`src/rtl/reg_desplazamiento_param.sv`:
```
// Parametrised universal shift register.
// Single-cycle operations: hold, logical shift, rotate, parallel load and
// arithmetic shift, each by one bit. There is also a multi-cycle "shift by
// CNT" operation that runs under a small IDLE/SHIFT/FIN control FSM and
// reports progress through BUSY (while shifting) and DONE (one-cycle
// completion pulse).
// S_OUT holds, for each SEG-bit segment, the bit that left that segment on
// the most recent single-bit shift or rotate.
// WIDTH must be an integer multiple of SEG, and WIDTH must be at least 2.

module reg_desplazamiento_param #(
  parameter int WIDTH = 32,
  parameter int SEG   = 4,
  parameter int CNT_W = 5
) (
  input  logic                   CLK,
  input  logic                   RESET_N,
  input  logic                   ENB,
  input  logic                   DIR,
  input  logic                   S_IN,
  input  logic [2:0]             MODO,
  input  logic [CNT_W-1:0]       CNT,
  input  logic                   START,
  input  logic [WIDTH-1:0]       D,
  output logic [WIDTH-1:0]       Q,
  output logic [WIDTH/SEG-1:0]   S_OUT,
  output logic                   BUSY,
  output logic                   DONE
);

  localparam int NSEG = WIDTH / SEG;

  localparam logic [1:0] ST_IDLE  = 2'd0;
  localparam logic [1:0] ST_SHIFT = 2'd1;
  localparam logic [1:0] ST_FIN   = 2'd2;

  localparam logic [2:0] MODO_HOLD  = 3'b000;
  localparam logic [2:0] MODO_SHIFT = 3'b001;
  localparam logic [2:0] MODO_ROT   = 3'b010;
  localparam logic [2:0] MODO_LOAD  = 3'b011;
  localparam logic [2:0] MODO_ARITH = 3'b100;
  localparam logic [2:0] MODO_MULTI = 3'b101;

  logic [1:0]       state_q, state_d;
  logic [WIDTH-1:0] q_q, q_d;
  logic [NSEG-1:0]  s_out_q, s_out_d;
  logic [CNT_W-1:0] cnt_q, cnt_d;
  logic             dir_q, dir_d;   // direction latched at START
  logic             sin_q, sin_d;   // serial fill bit latched at START

  // One-bit move; 'fill' enters the end that the shift vacates.
  function automatic logic [WIDTH-1:0] shift_one(input logic [WIDTH-1:0] v,
                                                 input logic             right,
                                                 input logic             fill);
    return right ? {fill, v[WIDTH-1:1]} : {v[WIDTH-2:0], fill};
  endfunction

  // Bit that leaves each segment: the segment MSB when moving left,
  // the segment LSB when moving right.
  function automatic logic [NSEG-1:0] exit_bits(input logic [WIDTH-1:0] v,
                                                input logic             right);
    logic [NSEG-1:0] r;
    for (int k = 0; k < NSEG; k++) begin
      r[k] = right ? v[k*SEG] : v[(k+1)*SEG-1];
    end
    return r;
  endfunction

  // Next-state logic for the datapath and the multi-cycle control FSM.
  always_comb begin
    // NOTE: every signal gets its hold value before any branch so that no
    // path leaves it unassigned; otherwise synthesis would infer latches.
    state_d = state_q;
    q_d     = q_q;
    s_out_d = s_out_q;
    cnt_d   = cnt_q;
    dir_d   = dir_q;
    sin_d   = sin_q;

    case (state_q)
      ST_IDLE: begin
        if (ENB) begin
          case (MODO)
            MODO_SHIFT: begin
              q_d     = shift_one(q_q, DIR, S_IN);
              s_out_d = exit_bits(q_q, DIR);
            end
            MODO_ROT: begin
              q_d     = shift_one(q_q, DIR, DIR ? q_q[0] : q_q[WIDTH-1]);
              s_out_d = exit_bits(q_q, DIR);
            end
            MODO_LOAD: begin
              q_d     = D;
              s_out_d = '0;
            end
            MODO_ARITH: begin
              // Right keeps the sign bit; left always brings in a zero.
              q_d     = shift_one(q_q, DIR, DIR ? q_q[WIDTH-1] : 1'b0);
              s_out_d = exit_bits(q_q, DIR);
            end
            MODO_MULTI: begin
              if (START) begin
                cnt_d   = CNT;
                dir_d   = DIR;
                sin_d   = S_IN;
                state_d = (CNT == '0) ? ST_FIN : ST_SHIFT;
              end
            end
            default: ;  // MODO_HOLD and the unused codes leave everything as is
          endcase
        end
      end

      ST_SHIFT: begin
        // The live mode/data/direction inputs are ignored here; only ENB
        // matters, and ENB=0 simply pauses the run.
        if (ENB) begin
          q_d     = shift_one(q_q, dir_q, sin_q);
          s_out_d = exit_bits(q_q, dir_q);
          cnt_d   = cnt_q - CNT_W'(1);
          if (cnt_q == CNT_W'(1)) begin
            state_d = ST_FIN;
          end
        end
      end

      ST_FIN: begin
        state_d = ST_IDLE;
      end

      default: begin
        state_d = ST_IDLE;
      end
    endcase
  end

  // State registers with asynchronous active-low reset.
  always_ff @(posedge CLK or negedge RESET_N) begin
    if (!RESET_N) begin
      state_q <= ST_IDLE;
      q_q     <= '0;
      s_out_q <= '0;
      cnt_q   <= '0;
      dir_q   <= 1'b0;
      sin_q   <= 1'b0;
    end else begin
      // NOTE: non-blocking assignments so every flop samples the values
      // from before the edge, independent of statement order.
      state_q <= state_d;
      q_q     <= q_d;
      s_out_q <= s_out_d;
      cnt_q   <= cnt_d;
      dir_q   <= dir_d;
      sin_q   <= sin_d;
    end
  end

  assign Q     = q_q;
  assign S_OUT = s_out_q;
  assign BUSY  = (state_q == ST_SHIFT);
  assign DONE  = (state_q == ST_FIN);

endmodule

```
`config.mk`:
```
export PLATFORM = sky130hd
export DESIGN_NAME = reg_desplazamiento_param
export DESIGN_NICKNAME = d
export VERILOG_FILES = /design/src/rtl/reg_desplazamiento_param.sv
export SDC_FILE = /design/constraint.sdc
export NUM_CORES = 1
export LEC_CHECK = 0
export CAP_MARGIN = 20
export CORE_MARGIN = 1
export CORE_UTILIZATION = 45
export CTS_CLUSTER_DIAMETER = 30
export DETAILED_ROUTE_END_ITERATION = 7
export PLACE_DENSITY = 0.74
export SETUP_SLACK_MARGIN = 0.15
export SLEW_MARGIN = 10
export SYNTH_ARGS = -nofsm -noshare
export SYNTH_HDL_FRONTEND = slang
export SYNTH_SLANG_ARGS = --single-unit
export TNS_END_PERCENT = 10
```
`constraint.sdc`:
```
create_clock -name CLK -period 2.46 [get_ports CLK]
set_input_delay 0.492 -clock CLK [delete_from_list [all_inputs] [get_ports CLK]]
set_output_delay 0.492 -clock CLK [all_outputs]
set_load 0.05 [all_outputs]
```
; Yosys cells after proc, flatten, opt, wreduce, memory -nomap -nowiden
; Index checks and enable logic that the tools add are counted.
[totals]
out_inout_bits = 42
in_bits = 46
register_bits = 49
[op_classes]
eq_ne = 15
n_addsub = 1
muxes = 42
n_reduce_logical = 9
[ops]
columns = operator, n
row1 = $mux W32, 6
row2 = $pmux W32 S4, 1
row3 = $pmux W32 S2, 1
row4 = $pmux W8 S2, 2
row5 = $mux W5, 4
row6 = $mux W1, 18
row7 = $mux W8, 2
row8 = $mux W2, 6
row9 = $reduce_and A4 Y1, 3
row10 = $pmux W5 S2, 1
row11 = $reduce_and A5 Y1, 2
row12 = $eq A3 B2 Y1 const B, 2
row13 = $eq A3 B3 Y1 const B, 2
row14 = $ne A2 B2 Y1 const B, 3
row15 = $eq A5 B1 Y1 const B, 1
row16 = $logic_not A5 Y1, 1
row17 = $ne A5 B1 Y1 const B, 1
row18 = $sub A5 B1 Y5 const B, 1
row19 = $ne A2 B1 Y1 const B, 2
row20 = $pmux W2 S2, 1
row21 = $eq A3 B1 Y1 const B, 1
row22 = $ne A3 B2 Y1 const B, 1
row23 = $reduce_or A3 Y1, 1
row24 = $eq A2 B1 Y1 const B, 1
row25 = other kinds (3), 3

; Longest topological paths before layout
; Gate-level depths: netlist of the first run.
[depth]
depth_word = 6
mapped_depth = 7
mapped_depth_nobuf = 5

; Worst setup path after synthesis of the first run
; No wires, ideal clock.
[synth_path]
kind = register to output
from = register state_q[1]
to = output BUSY
required_ns = 1.968
setup_slack_ns = 0.633
arrival_time_ns = 1.335
path_stages_with_launch = 4
path_buffers = 1
cell_sequence = dfrtp_1 > nand2b_1 > inv_2 > clkbuf_1
[synth_between]
elab_chain_len = 1
[synth_lines]
columns = element, line_no
row1 = start: declaration, 44  ; logic [1:0] state_q, state_d;
row2 = start signal: assignment, 149  ; state_q <= state_d;
row3 = $eq A2 B1 Y1, 160  ; assign BUSY = (state_q == ST_SHIFT);
row4 = end: declaration, 27  ; output logic BUSY,
; No other way between the ends.

; Worst setup path after layout of the first run
[layout_path]
from = register state_q[0]
to = output DONE
[layout_between]
elab_chain_len = 1
[layout_lines]
columns = element, line_no
row1 = $eq A2 B2 Y1, 161  ; assign DONE = (state_q == ST_FIN);
row2 = end: declaration, 28  ; output logic DONE
; No other way between the ends.

==> metrics, run 1 <==
full die area=8390 um^2; post-DP HPWL=7003 um; fillers=674; vias in the first global route=3390; # nets final=542; core area=7727 um^2; critical path type=register to output port; Post-CTS Hold Fix Bufs=0; global routing usage on met3=0.02680; Worst Path Max Fanout=8; Post-Syn Area=3612 um^2; I/O pins=88; overall power=6598 uW; met1 GRT Util=0.3469; Post-CTS Resized=0; synth top area cells=dfrtp_1, mux2_2, mux2i_1; final non-filler cell area=4723 um^2; total track usage=0.2537; Crit. End Element=output port; Port Buf Inserts=87; achievable frequency=450.6 MHz; top cell type's share of synthesized area=0.3395; global routing met2 resource utilization=0.4279; drt pass-1 iters=5; Syn Area/Cell=8.601 um^2; number of synthesized flops with an enable pin=0; initial antenna violation count=0; global-route wire length before repair=17140 um; post-route clock period utilization=0.9021; ANT nets after route=0; Starting DRT DRC Count=280; die width=91.60 um; initial core utilization=0.4675; Yosys cell types=44; CTS max path bufs=2; Setup TNS Final=0 ns; pre-CTS setup slack=0.07228 ns; Yosys reg bits=49; vias per inst=5.988; Crit path required time=1.97 ns; diode count=0; DR WL/cell=17.20 um; RePlAce Congestion=0.8227; RSZ-0062 raised after global routing=no; PwrDens=1397 nW/um^2; Max-Cap Viols=0; row cnt=32; worst slew pin tran=0.5826 ns; syn_nets=468; CTS clk-pin slew, worst paths=0.09 ns; final setup vio count=0; Arrival @ worst endpoint=1.73 ns; cell count after synthesis=420; synth warn=0; Pins Over Slew Limit=0; worst-skew pair later-pin latency=0.30 ns; minimum clock period=2.219 ns; H-tree depth=2; Reg2Reg Depth=5; CTS sink count=49; root buffer cell=clkbuf_8; largest net degree at the start of global routing=61; Synth async-reset ratio=1.000; clock skew=0.009185 ns; Vias=3575; Post CTS Setup Buffer Count=0; P&R area growth vs syn=30.76%; endpoints failing hold=0; GR Overflow Total=0; Final WS setup=0.2409 ns; Lkg Pwr=0.001917 uW; Startpoint Class=register; CTS tree=done; Final Core Density=0.6112; cell taking the most area after synthesis=dfrtp_1; register area share after synthesis=0.3395; maximum VDD drop=704.4 uV; total CTS buffers=5; status=finished clean; dominant synthesized flop cell=dfrtp_1; share of post-route cells with drive strength above 1=0.1414; Hold WC Path Type=input port to async pin; DR DRC count=0; total wire length=10270 um; Most Used Layer, Global Route=met2; Die Y=91.60 um; DP Area=4607 um^2; Rel. slew slack=0.6116
## cells by family (layout without fill, tap and decap cells)
| kind of cell | count (synthesis) | in the layout | synth area share |
|---|---|---|---|
| xor+xnor | 2 | 2 | 0.006929 |
| fa+ha+maj | 2 | 2 | 0.006926 |
| simple gates | 108 | 108 | 0.1320 |
| compound gates | 145 | 145 | 0.2539 |
| mux | 68 | 68 | 0.2012 |
| buf+inv | 46 | 121 | 0.05958 |
| flops | 49 | 49 | 0.3395 |
## final cells by class
type	instances	area (um^2)	area share
repair buffers	106	1051	0.2225
flip-flops and latches	49	1226	0.2596
clock inverters	1	30.03	0.006358
well taps	102	127.6	0.02702
multi-input cells	325	2176	0.4607
clock buffers	7	86.33	0.01828
inverters	7	26.28	0.005563
## metrics by stage
stage / cells / hold WS, ns
final: 597 / 0.1652
after global routing: 597 / 0.1920
after CTS: 597 / 0.1694
after detailed placement: 589 / 0.5037
after global placement: 589 / 0.4973
after floorplan: 420 / 0.1964
## worst paths after layout
check / from / to / slack [ns]
worst max register to register: state_q[0] / S_OUT[3] / 0.58
worst min register to register: cnt_q[1] / cnt_q[1] / 0.53
worst max-delay path: state_q[0] / DONE / 0.24
min in group CLK: cnt_q[1] / cnt_q[1] / 0.53
worst min-delay path: RESET_N / Q[28] / 0.17
max in group asynchronous: RESET_N / S_OUT[1] / 1.66
## cell usage after synthesis, types with 2 or more instances
| cell | number |
|---|---|
| buf_2 | 16 |
| clkbuf_1 | 19 |
| and4b_1 | 2 |
| nor2b_1 | 3 |
| nand2_1 | 67 |
| nor2_1 | 13 |
| nand2b_1 | 3 |
| nor3_1 | 4 |
| nand3b_1 | 2 |
| ha_1 | 2 |
| nor3b_1 | 2 |
| inv_1 | 6 |
| o21ai_0 | 17 |
| a21oi_1 | 44 |
| a31oi_1 | 39 |
| mux2i_1 | 33 |
| mux2_2 | 33 |
| nand3_1 | 8 |
| buf_6 | 3 |
| o22ai_1 | 2 |
| a221o_1 | 2 |
| o211ai_1 | 30 |
| dfrtp_1 | 49 |
## worst max-delay path: stages, from the launching register on
cell and delay [ns]:
dfrtp_1 0.48, nor2b_1 0.14, clkdlybuf4s50_1 0.81
## flip-flops by register name, indices dropped and copies added, names as in the netlist
| register | flops |
|---|---|
| sin_q | 1 |
| state_q | 2 |
| Q | 32 |
| cnt_q | 5 |
| dir_q | 1 |
| S_OUT | 8 |
## report_power, final
group	switching (uW)	internal, uW
clock	276	332
sequential	610	1180
combinational	2490	1700
## metal layers
layer | vias to the layer above | routed length, um
met5 | - | 0
met4 | 0 | 102
met3 | 10 | 565
met2 | 126 | 5155
met1 | 1727 | 4447
li1 | 1712 | -
## placed cells by master, fill, tap and decap left out, types with 4 or more instances in the layout
cell,count
nor2_1,13
clkbuf_8,6
buf_12,4
a21oi_1,44
nor3_1,4
inv_1,6
nand2_1,67
dfrtp_1,49
a31oi_1,39
buf_4,16
o211ai_1,30
o21ai_0,17
clkdlybuf4s50_1,84
nand3_1,8
mux2i_1,33
mux2_2,33
Power figures use the tool's default switching activity.
==> inputs of run 2 (changes only) <==
ABC_CLOCK_PERIOD_IN_PS = 2700   (was not set)
clock period = 2.7 ns   (was 2.46 ns; I/O delays follow)
==> run 2 against run 1 <==
Effect of this change: hold slack gained 0.16 ns; die area is the same; non-clock buffer count decreased by 5; critical endpoint unchanged; register-to-register slack improved by 0.12 ns; cell count is 0.84% lower; global-route usage down 0.37 points; clock skew barely moved; sequential share of layout area increased by 0.26 points; clock power decreased by 7.6%; routed wire length decreased by 0.18%.
==> metrics, run 2 (synthesized netlist as in run 1, its figures left out) <==
status=finished clean; vias per inst=5.995; total CTS buffers=5; CTS max path bufs=2; Final Core Density=0.6052; overall power=5981 uW; drt pass-1 iters=4; H-tree depth=2; die width=91.60 um; FF-to-FF setup slack=0.70 ns; clock skew=0.009459 ns; DR WL/cell=17.32 um; global-route wire length before repair=16920 um; fillers=679; Crit path required time=2.16 ns; ANT nets after route=0; Final WS setup=0.4274 ns; vias in the first global route=3420; worst slew pin tran=0.6776 ns; Post-CTS Resized=0; # nets final=537; row cnt=32; minimum clock period=2.273 ns; Starting DRT DRC Count=189; core area=7727 um^2; Arrival @ worst endpoint=1.73 ns; CTS clk-pin slew, worst paths=0.09 ns; pre-CTS setup slack=0.2888 ns; slowest CP cell=clkdlybuf4s50_1; largest net degree at the start of global routing=61; Pins Over Slew Limit=0; P&R area growth vs syn=29.48%; Rel. slew slack=0.5452; Hold WC Path Type=input port to async pin; RSZ-0062 raised after global routing=no; full die area=8390 um^2; Worst path max stage delay=0.81 ns; initial antenna violation count=0; critical path type=register to output port; Setup TNS Final=0 ns; share of post-route cells with drive strength above 1=0.1347; critical-path cell list=nor2b_1 -> clkdlybuf4s50_1; I/O pins=88; Worst Path Max Fanout=8; worst-skew pair later-pin latency=0.31 ns; Max-Cap Viols=0; PwrDens=1279 nW/um^2; Die Y=91.60 um; Startpoint Class=register; Lkg Pwr=0.001886 uW; endpoints failing hold=0; post-route clock period utilization=0.8417; Crit. End Element=output port; DR DRC count=0; maximum VDD drop=547.8 uV; achievable frequency=440.0 MHz; root buffer cell=clkbuf_8; initial core utilization=0.4675; total wire length=10250 um; total track usage=0.2500; CTS tree=done; max reg flops=32; Port Buf Inserts=87; Vias=3549; RePlAce Congestion=0.8119; Reg2Reg Depth=5; post-DP HPWL=6603 um; diode count=0; Worst path depth=2; GR Overflow Total=0; Post CTS Setup Buffer Count=0; commonest non-fill, non-tap cell in the layout=clkdlybuf4s50_1; WP buf/inv=1; final setup vio count=0; worst r2r src=state_q[1]; Post-CTS Hold Fix Bufs=0; CTS sink count=49; largest delay contributor family on the critical path=buffers and inverters; commonest cells after routing, fill and taps aside=clkdlybuf4s50_1, nand2_1, dfrtp_1; FF-to-FF End=S_OUT[3]
run 2: through the flow:
step / hold slack [ns] / instances / area, um^2
global placement: 0.4985 / 584 / 4557
detailed placement: 0.5080 / 584 / 4557
CTS: 0.3515 / 592 / 4677
global route: 0.3808 / 592 / 4677
floorplan: 0.2444 / 420 / 3612
finish: 0.3269 / 592 / 4677
run 2: metal layers:
metal,track usage,share of wire,up-vias
met4,0.08201,0.015,0
met3,0.03099,0.047,13
li1,-,-,1689
met5,0,0,-
met1,0.3411,0.45,1731
met2,0.4098,0.49,116
run 2: worst max path at each step:
stage | to | slack, ns | from
2_1_floorplan | BUSY | 0.83 | state_q[1]
3_3_place_gp | cnt_q[0] | 0.31 | MODO[2]
3_5_place_dp | cnt_q[0] | 0.29 | MODO[2]
4_1_cts | DONE | 0.40 | state_q[0]
5_1_grt | DONE | 0.34 | state_q[0]
6_report | DONE | 0.43 | state_q[0]
run 2: final cells by class:
class,instances,area (um^2),share of cell area
inverter,7,26.28,0.005618
tap,102,127.6,0.02729
multi-input combinational,325,2176,0.4652
clock inverter,2,37.54,0.008026
clock buffer,6,82.58,0.01766
sequential,49,1226,0.2622
timing repair buffer,101,1001,0.2140
run 2: report_power, final:
group          total, uW  leakage [uW]  switching, uW  internal, uW
Clock                562     0.0000574            260           302
Sequential          1630      0.000547            552          1080
Combinational       3790       0.00128           2270          1520
Total               5980       0.00189           3080          2900
